$ cat src/rtl/pi.sv
// PI controller: full-precision products, guarded integrator, one-clock latency, saturated output.
// Optional integrator anti-windup is selected with the PI_ANTIWINDUP_EN macro.
module pi #(
  parameter int                        NB_DATA      = 16,
  parameter int                        NB_COEF      = 16,
  parameter int                        NB_FRAC_COEF = 14,
  parameter logic signed [NB_COEF-1:0] KP           = 16'sh4000,
  parameter logic signed [NB_COEF-1:0] KI           = 16'sh0400,
  parameter int                        NB_GUARD     = 8
) (
  input  logic                      i_clk,
  input  logic                      i_rst,
  input  logic signed [NB_DATA-1:0] i_data,
  output logic signed [NB_DATA-1:0] o_data
);

  localparam int NB_PROD = NB_DATA + NB_COEF;
  localparam int NB_INT  = NB_PROD + NB_GUARD;
  localparam int NB_SUM  = NB_INT + 1;

  // Clamp a one-bit-wider sum back into the integrator range.
  function automatic logic signed [NB_INT-1:0] sat_int(input logic signed [NB_INT:0] v);
    logic signed [NB_INT-1:0] r;
    if (v[NB_INT] != v[NB_INT-1]) begin
      if (v[NB_INT]) r = {1'b1, {(NB_INT-1){1'b0}}};
      else           r = {1'b0, {(NB_INT-1){1'b1}}};
    end else begin
      r = v[NB_INT-1:0];
    end
    return r;
  endfunction

  function automatic logic signed [NB_DATA-1:0] sat_out(input logic signed [NB_SUM-1:0] v);
    logic [NB_SUM-NB_DATA:0]   hi;
    logic signed [NB_DATA-1:0] r;
    hi = v[NB_SUM-1:NB_DATA-1];
    if ((&hi) || (~|hi)) begin
      r = v[NB_DATA-1:0];
    end else if (v[NB_SUM-1]) begin
      r = {1'b1, {(NB_DATA-1){1'b0}}};
    end else begin
      r = {1'b0, {(NB_DATA-1){1'b1}}};
    end
    return r;
  endfunction

`ifdef PI_ANTIWINDUP_EN
  localparam logic signed [NB_INT-1:0] LIM_HI =
    {{(NB_INT-NB_DATA-NB_FRAC_COEF){1'b0}}, 1'b0, {(NB_DATA-1){1'b1}}, {NB_FRAC_COEF{1'b0}}};
  localparam logic signed [NB_INT-1:0] LIM_LO =
    {{(NB_INT-NB_DATA-NB_FRAC_COEF+1){1'b1}}, {(NB_DATA-1){1'b0}}, {NB_FRAC_COEF{1'b0}}};

  function automatic logic signed [NB_INT-1:0] clamp_aw(input logic signed [NB_INT-1:0] v);
    logic signed [NB_INT-1:0] r;
    if (v > LIM_HI)      r = LIM_HI;
    else if (v < LIM_LO) r = LIM_LO;
    else                 r = v;
    return r;
  endfunction
`endif

  logic signed [NB_INT-1:0]  r_int;
  logic signed [NB_DATA-1:0] r_out;

  logic signed [NB_PROD-1:0] w_e_ext;
  logic signed [NB_PROD-1:0] w_kp_ext;
  logic signed [NB_PROD-1:0] w_ki_ext;
  logic signed [NB_PROD-1:0] w_p;
  logic signed [NB_PROD-1:0] w_q;
  logic signed [NB_INT:0]    w_acc;
  logic signed [NB_INT-1:0]  w_int_new;
  logic signed [NB_SUM-1:0]  w_y;
  logic signed [NB_SUM-1:0]  w_shift;
  logic signed [NB_DATA-1:0] w_out;

  // Operands are widened to product width first so the products never truncate.
  assign w_e_ext  = {{NB_COEF{i_data[NB_DATA-1]}}, i_data};
  assign w_kp_ext = {{NB_DATA{KP[NB_COEF-1]}}, KP};
  assign w_ki_ext = {{NB_DATA{KI[NB_COEF-1]}}, KI};
  assign w_p      = w_kp_ext * w_e_ext;
  assign w_q      = w_ki_ext * w_e_ext;

  assign w_acc = {r_int[NB_INT-1], r_int} + {{(NB_GUARD+1){w_q[NB_PROD-1]}}, w_q};

`ifdef PI_ANTIWINDUP_EN
  assign w_int_new = clamp_aw(sat_int(w_acc));
`else
  assign w_int_new = sat_int(w_acc);
`endif

  assign w_y     = {w_int_new[NB_INT-1], w_int_new} + {{(NB_GUARD+1){w_p[NB_PROD-1]}}, w_p};
  assign w_shift = w_y >>> NB_FRAC_COEF;
  assign w_out   = sat_out(w_shift);

  // Integrator and output registers; reset overrides the current sample.
  always_ff @(posedge i_clk) begin
    if (i_rst) begin
      r_int <= {NB_INT{1'b0}};
      r_out <= {NB_DATA{1'b0}};
    end else begin
      r_int <= w_int_new;
      r_out <= w_out;
    end
  end

  assign o_data = r_out;

endmodule

$ cat config.mk
export PLATFORM = sky130hd
export DESIGN_NAME = pi
export DESIGN_NICKNAME = d
export VERILOG_FILES = /design/src/rtl/pi.sv
export SDC_FILE = /design/constraint.sdc
export NUM_CORES = 1
export LEC_CHECK = 0
export CORE_MARGIN = 10
export CORE_UTILIZATION = 34
export CTS_CLUSTER_DIAMETER = 30
export DETAILED_ROUTE_END_ITERATION = 7
export GPL_TIMING_DRIVEN = 0
export PLACE_DENSITY = 0.51
export SLEW_MARGIN = 0
export SYNTH_ARGS = -nofsm -noshare
export SYNTH_HDL_FRONTEND = slang
export SYNTH_SLANG_ARGS = --single-unit
$ cat constraint.sdc
create_clock -name i_clk -period 8.6 [get_ports i_clk]
set_input_delay 1.72 -clock i_clk [delete_from_list [all_inputs] [get_ports i_clk]]
set_output_delay 1.72 -clock i_clk [all_outputs]
set_load 0.03 [all_outputs]
Word-level counts from Yosys, hierarchy flattened
Index checks and enable logic that the tools add are counted.
{"block": "op_classes", "n_lt_le_gt_ge": 0, "n_mux": 4, "multipliers": 0, "bitwise": 0, "addsub": 2, "n_reduce_logical": 4, "n_div": 0, "eq_ne": 1, "n_shift": 0}
{"op": "2-to-1 mux 40 bit", "n": 2}
{"op": "adder 40 x 26 -> 41 bit", "n": 1}
{"op": "adder 40 x 30 -> 41 bit", "n": 1}
{"op": "2-to-1 mux 16 bit", "n": 2}
{"op": "AND reduction 12 bit", "n": 1}
{"op": "OR reduction 12 bit", "n": 1}
{"op": "zero test 1 bit", "n": 1}
{"op": "logical OR 1 bit", "n": 1}
{"op": "inequality test 1 bit", "n": 1}
{"block": "totals", "inputBits": 18, "latchBits": 0, "n_memories": 0, "regBits": 56, "word_cells": 13, "romBits": 0, "ramBits": 0}

Logic depth before layout (Yosys ltp)
Gate-level depths: netlist (run 1).
{"block": "logic_depth", "ltp_word": 8, "ltp_mapped": 29, "ltp_nobuf": 26}

Least setup slack after synthesis (run 1)
OpenSTA, ideal clock, no wires.
{"block": "synth_timing", "path_kind": "input-to-reg", "from": "in i_data[10]", "to": "reg r_out[12] (netlist: o_data[12])", "arrival_time_ps": 7653, "required_ps": 8462, "path_buffers": 3, "setup_slack_ps": 809, "path_stages": 29, "setup_ps": 138, "cell_sequence": "ha_1 a211oi_1 nor2_1 o41ai_1 a31oi_1 o21a_1 nand3_1 a311oi_1 a21o_1 a21o_1 xnor2_1 ha_1 o211ai_1 clkbuf_1 o31ai_1 ha_1 fa_1 a211oi_2 o211ai_2 a21bo_1 nor4b_4 or3_4 a2111oi_4 nand4_1 nor4b_2 or3b_1 buf_2 buf_6 o31ai_2"}
{"block": "synth_via", "elab_chain_len": 8}
{"element": "from (decl)", "line_no": "13", "source": "input logic signed [NB_DATA-1:0] i_data,"}
{"element": "adder 40 x 26 -> 41 bit (*)", "line_no": "83", "source": "assign w_acc = {r_int[NB_INT-1], r_int} + {{(NB_GUARD+1){w_q[NB_PROD-1]}}, w_q};"}
{"element": "2-to-1 mux 40 bit or inequality test 1 bit (tied branches)", "line_no": "25, 24"}
{"element": "2-to-1 mux 40 bit (*)", "line_no": "24", "source": "if (v[NB_INT] != v[NB_INT-1]) begin"}
{"element": "via w_int_new[14]", "line_no": "71", "source": "logic signed [NB_INT-1:0] w_int_new;"}
{"element": "adder 40 x 30 -> 41 bit (*)", "line_no": "91", "source": "assign w_y = {w_int_new[NB_INT-1], w_int_new} + {{(NB_GUARD+1){w_p[NB_PROD-1]}}, w_p};"}
{"element": "OR reduction 12 bit", "line_no": "37", "source": "if ((&hi) || (~|hi)) begin"}
{"element": "zero test 1 bit", "line_no": "37"}
{"element": "logical OR 1 bit", "line_no": "37"}
{"element": "2-to-1 mux 16 bit (*)", "line_no": "37"}
{"element": "to (signal assigned)", "line_no": "99", "source": "r_out <= {NB_DATA{1'b0}};"}
{"element": "to (signal assigned)", "line_no": "102", "source": "r_out <= w_out;"}
{"element": "to (decl)", "line_no": "63", "source": "logic signed [NB_DATA-1:0] r_out;"}
The timed path passes the listed nets; every way through them passes the cells marked *.
A chain may end at the register's enable or synchronous reset.

Worst setup path in the final report (run 1)
{"block": "layout_timing", "from": "in i_data[4]", "to": "reg r_out[11] (netlist: o_data[11])"}
Same word-level chain as after synthesis.

==> results of run 1 <==
-- stage by stage --
stage | TNS, ns | worst slack (ns)
4_1_cts | 0 | 0.00749
3_3_place_gp | -21.42 | -1.48
2_1_floorplan | 0 | 0.809
3_5_place_dp | -22.32 | -1.54
6_report | 0 | 0.367
5_1_grt | 0 | 0.0126
-- cells in the final DEF, fill, tap and decap left out, types with 3 or more instances in the layout --
cell type and instances:
sky130_fd_sc_hd__nand3_1 17, sky130_fd_sc_hd__nand2_1 29, sky130_fd_sc_hd__nor2_1 34, sky130_fd_sc_hd__clkbuf_16 5, sky130_fd_sc_hd__clkbuf_1 12, sky130_fd_sc_hd__ha_1 43
sky130_fd_sc_hd__nor3_1 6, sky130_fd_sc_hd__o21a_1 8, sky130_fd_sc_hd__o211ai_1 6, sky130_fd_sc_hd__ha_4 14, sky130_fd_sc_hd__a31oi_1 3, sky130_fd_sc_hd__clkbuf_2 3
sky130_fd_sc_hd__o31ai_1 9, sky130_fd_sc_hd__nor4_1 4, sky130_fd_sc_hd__buf_4 12, sky130_fd_sc_hd__and3_1 7, sky130_fd_sc_hd__o31ai_2 8, sky130_fd_sc_hd__or2_2 3
sky130_fd_sc_hd__and2_1 3, sky130_fd_sc_hd__o21ai_1 13, sky130_fd_sc_hd__a211oi_2 3, sky130_fd_sc_hd__xnor2_1 22, sky130_fd_sc_hd__or3_1 3, sky130_fd_sc_hd__dfxtp_1 46
sky130_fd_sc_hd__a21o_1 32, sky130_fd_sc_hd__xor2_1 22, sky130_fd_sc_hd__o21ai_0 38, sky130_fd_sc_hd__nor2b_1 27, sky130_fd_sc_hd__nand2b_1 5, sky130_fd_sc_hd__a21oi_1 50
sky130_fd_sc_hd__inv_1 12, sky130_fd_sc_hd__clkdlybuf4s50_1 20, sky130_fd_sc_hd__dlygate4sd2_1 5, sky130_fd_sc_hd__nand4_1 9, sky130_fd_sc_hd__a211oi_1 5, sky130_fd_sc_hd__o21bai_1 9
sky130_fd_sc_hd__dlymetal6s2s_1 7
-- registers in the layout (all words and copies together), names as in the netlist --
register and flops:
r_int 30, o_data 16
-- worst max-delay path: cells and delay by family --
kind | cells | cell delay, ns
AO/OA/AOI/OAI | 13 | 2.72
AND/OR/NAND/NOR | 7 | 1.50
adder cells (fa/ha/maj) | 4 | 1.26
buffers and inverters | 4 | 1.06
XOR/XNOR | 1 | 0.14
-- layer usage --
metal / vias to the layer above / share of wire [%] / global-route usage, %
met5: - / 0 / 0
met4: 0 / 0.91 / 3.47
met3: 8 / 4.1 / 2.23
met2: 63 / 46 / 22.9
met1: 1966 / 49 / 19.6
li1: 2193 / - / -
-- logic make-up (layout without fill, tap and decap cells) --
group           after synthesis  count (layout)  synth area share (%)
flops                        46              46                  20.2
fa+ha+maj                    60              60                  16.8
simple gates                155             155                  18.0
xor+xnor                     45              45                  8.83
compound gates              218             218                  32.6
mux                           2               2                 0.440
buf+inv                      32              85                  3.00
-- final cells by class --
type                    count  area share, %
inverters                  12          0.793
multi-input cells         480           66.8
well taps                 176           3.88
plain buffers              20           1.89
flip-flops and latches     46           16.2
clock buffers               5           2.20
repair buffers             45           7.77
clock inverters             3          0.418
-- path summary, 6_finish.rpt --
path,slack [ns],cells past startpoint,end
hold / removal,0.62,2,r_int[10]
setup reg to reg,1.79,29,o_data[11]
hold reg to reg,0.62,2,r_int[10]
setup / recovery,0.37,29,o_data[11]
-- timing repair --
action,CTS,global route
gates resized for setup,32,39
buffers inserted,7,5
pin swaps,9,16
setup endpoints to repair,15,15
==> results.cfg, run 1 <==
[logic_synthesis]
ys.flop_type = sky130_fd_sc_hd__dfxtp_1
netlist-cell-type-count = 62
ys_async_sr_fraction_pct = 0
ys_ff_latch = 46
edff_count_synth = 0
leading_post_synthesis_cells_by_cell_area = sky130_fd_sc_hd__dfxtp_1 20%, sky130_fd_sc_hd__ha_1 16%, sky130_fd_sc_hd__a21oi_1 5.7%
synth_area_per_cell_um2 = 8.15
yosys.area.top_type_share_pct = 20.2
synth.yosys.warnings = 0
synth_area_mm2 = 0.00455
yosysSeqAreaShare_pct = 20.2
number_of_instances_in_the_synthesized_netlist = 558
synth_area_leader_cell = sky130_fd_sc_hd__dfxtp_1
syn_nets = 636
synth_top_cells_by_count = 58 x sky130_fd_sc_hd__ha_1, 52 x sky130_fd_sc_hd__a21oi_1, 46 x sky130_fd_sc_hd__dfxtp_1
yosys.cell_count.top_type = sky130_fd_sc_hd__ha_1

[worst_setup_path]
type_of_element_capturing_the_critical_path = register
critical-path-slowest-cell = sky130_fd_sc_hd__clkdlybuf4s50_1
cp-start-kind = input pin
critical_path.startpoint = i_data[4]
path_max_fanout = 10
worst_path_required_time_ns = 8.76
critical-path-max-stage-delay_ns = 0.45
critical_path_arrival_ns = 8.39
timing.setup.critical_path_class = input pin to register
worst_path_most_repeated_cell = sky130_fd_sc_hd__ha_1
worstReg2RegStart = r_int[19]

[placed_design]
dpl.cell_count = 767
placed_cell_area_mm2 = 0.00510
place.gp.congestion = 0.880
final_hpwl_dp_mm = 10.3
port_buffers = 33

[grt]
global_route_overflow = 0
antenna_found_initial = 0
grtUsageTotal_pct = 14.3
grt_max_degree = 27
grt_pass1_wl_mm = 21.6
grt_pass1_vias = 4245

[hold_path]
min_path_type = register to register
hold_start = r_int[10]

[timing]
final_hold_viol_count = 0
max_slew.worst_pin.slew_ns = 0.738
fin_crit_sh_pct = 95.7
final_setup_viols = 0
grt_setup_unrepaired = no
fmax_ghz = 0.121
layout_min_cycle_time_ns = 8.23
final.setup_skew_ns = 0.00915
timing.slew.headroom_pct = 50.8
max_slew_violations = 0
timing.hold.ws_ns = 0.625

[detailed_routing]
vias = 4230
wire_per_inst_um = 16.8
drt_wl_total_mm = 13.2
drc = 0
initialDrtViolationCount = 244
ant_nets = 0
number_of_detailed_routing_iterations_run_before_antenna_repair = 4
vias_per_cell = 5.37

[finish]
total_area_of_multi_input_combinational_cells_mm2 = 0.00380
post_layout_nonfiller_instances = 787
final_core_utilization_pct = 43.1
design.final.nets = 688
regArea_um2 = 921
post_route_cells_drive_above_1_share_pct = 13.9
fillers = 1317
final_cell_area_mm2 = 0.00568
num_antenna_cells = 0
syn2layout_area_growth_pct = 24.9

[die]
ioPinCount = 34
dieArea_mm2 = 0.0184
chipHeight_um = 136
floorplan.die.width_um = 136
start_util_pct = 34.5
std_cell_rows = 42
core_area_mm2 = 0.0132

[job]
max-cap-violations = 0

[clock_tree]
ctsRootBufferMaster = sky130_fd_sc_hd__clkbuf_16
cts_buffer_depth = 2
clock_edge_transition_at_the_registers_on_the_reported_setup_and_hold_paths_ns = 0.06
cts_hold_repair.buffers = 0
htreeDepth = 2
cts_tree = built
cts-buffers-inserted = 5
insertion_delay_ns = 0.30
clock-sinks = 46

[outcome]
run_status = complete, no violations
Power of run 1 is left out: the tool's default activity adds up to more than one toggle a clock period on the data nets, which glitch-free logic cannot reach.
==> run 2, diff against run 1 <==
- CORE_UTILIZATION: 34 -> 60
- PLACE_DENSITY: 0.51 -> 0.81
==> run 2 against run 1 <==
Compared with the run above: sequential share of layout area is 0.88 points higher; wire length is 5.0% lower; clock-buffer cell count is 1 higher; non-clock buffer count is 3 lower; highest routed layer unchanged; cell area is 5.2% lower; largest cell class unchanged; worst setup slack worse by 0.16 ns.
==> results.cfg, run 2 (synthesis results as in run 1) <==
[timing]
final_hold_viol_count = 0
final_setup_viols = 0
fmax_ghz = 0.119
timing.hold.ws_ns = 0.569
max_slew.worst_pin.slew_ns = 0.656
final.setup_skew_ns = 0.0103
setup_total_negative_slack_ns = 0
fin_crit_sh_pct = 97.6
timing.slew.headroom_pct = 56.2
max_slew_violations = 0
finalWorstSetupSlack_ns = 0.209
layout_min_cycle_time_ns = 8.39

[finish]
design.final.nets = 685
total_area_of_multi_input_combinational_cells_mm2 = 0.00369
post_route_cells_drive_above_1_share_pct = 12.0
regArea_um2 = 921
max_flop_register = r_int
num_antenna_cells = 0
fillers = 547
layout.cells.most_common = sky130_fd_sc_hd__a21oi_1
syn2layout_area_growth_pct = 18.5
mostFrequentLayoutCells = 49 x sky130_fd_sc_hd__a21oi_1, 48 x sky130_fd_sc_hd__ha_1, 46 x sky130_fd_sc_hd__dfxtp_1
largest_register_ffs = 30

[die]
core_area_mm2 = 0.00733
ioPinCount = 34
chipHeight_um = 107
start_util_pct = 62.0
dieArea_mm2 = 0.0115
std_cell_rows = 31
floorplan.die.width_um = 107

[hold_path]
min_path_type = register to register
min_delay_path_depth = 2

[worst_setup_path]
critical-path-slowest-cell = sky130_fd_sc_hd__clkdlybuf4s50_1
type_of_element_capturing_the_critical_path = register
timing.setup.critical_path_class = input pin to register
path_max_fanout = 10
critical-path-max-stage-delay_ns = 0.50
worst_path_most_repeated_cell = sky130_fd_sc_hd__a21o_1
critical_path_arrival_ns = 8.57
reg2regPathDepth = 29
worst_path_required_time_ns = 8.77
cp-start-kind = input pin

[outcome]
run_status = complete, no violations

[grt]
grtUsageTotal_pct = 21.1
grt_pass1_vias = 4215
antenna_found_initial = 0
grt_pass1_wl_mm = 20.2
grt_max_degree = 27
global_route_overflow = 0

[detailed_routing]
vias = 4409
ant_nets = 0
vias_per_cell = 6.24
drc = 0
wire_per_inst_um = 17.8
drt_wl_total_mm = 12.6
number_of_detailed_routing_iterations_run_before_antenna_repair = 4
initialDrtViolationCount = 295

[job]
max-cap-violations = 0

[clock_tree]
cts_hold_repair.buffers = 0
clock_edge_transition_at_the_registers_on_the_reported_setup_and_hold_paths_ns = 0.09
htreeDepth = 2
cts_buffer_depth = 2
clock-sinks = 46
insertion_delay_ns = 0.31
cts-buffers-inserted = 5
ctsRootBufferMaster = sky130_fd_sc_hd__clkbuf_8
cts_tree = built

[placed_design]
place.gp.congestion = 0.923
port_buffers = 33
final_hpwl_dp_mm = 9.38
dpl_worst_slack_ns = -1.27
run 2: through the flow:
step	instances	area [um2]	utilization (%)
after floorplan	558	4550	-
after global placement	690	5000	68.2
after detailed placement	690	5000	68.2
after CTS	700	5130	69.9
after global routing	707	5390	73.5
final	707	5390	73.5
run 2: worst paths after layout:
kind,startpoint,endpoint,slack (ns)
min,r_int[10],r_int[10],0.57
min reg2reg,r_int[10],r_int[10],0.57
max reg2reg,r_int[20],o_data[12],1.79
max,i_data[3],o_data[12],0.21
run 2: routing by layer:
layer	vias up	part of all wire [%]	wire length [um]	track usage (%)
met5	-	0	0	0
met4	0	1.1	144	5.13
met3	14	6.1	772	3.23
met2	155	46	5810	34.3
met1	2059	46	5840	28.3
li1	2181	-	-	-
run 2: timing repair:
| action | CTS | global route |
|---|---|---|
| gates resized for setup | 13 | 42 |
| pin swaps | 1 | 15 |
| buffers inserted | 2 | 8 |
| endpoints found under the hold margin | 0 | 0 |
| endpoints found under the setup margin | 15 | 15 |
run 2: final cells by class:
type                    instances  area share, %
multi-input cells             480           68.5
inverters                      12          0.836
repair buffers                 43           7.89
flip-flops and latches         46           17.1
plain buffers                  19           1.81
well taps                      99           2.30
clock buffers                   6           1.35
clock inverters                 2          0.255
run 2: critical path: cells and delay by family:
family	cells	cell delay (ns)
AOI/OAI and AO/OA	15	3.15
buffers and inverters	5	1.20
and+or+nand+nor	5	1.09
adders and majority gates	3	1.04
xor gates and xnor gates	2	0.37
Power of run 2 is left out for the same reason.
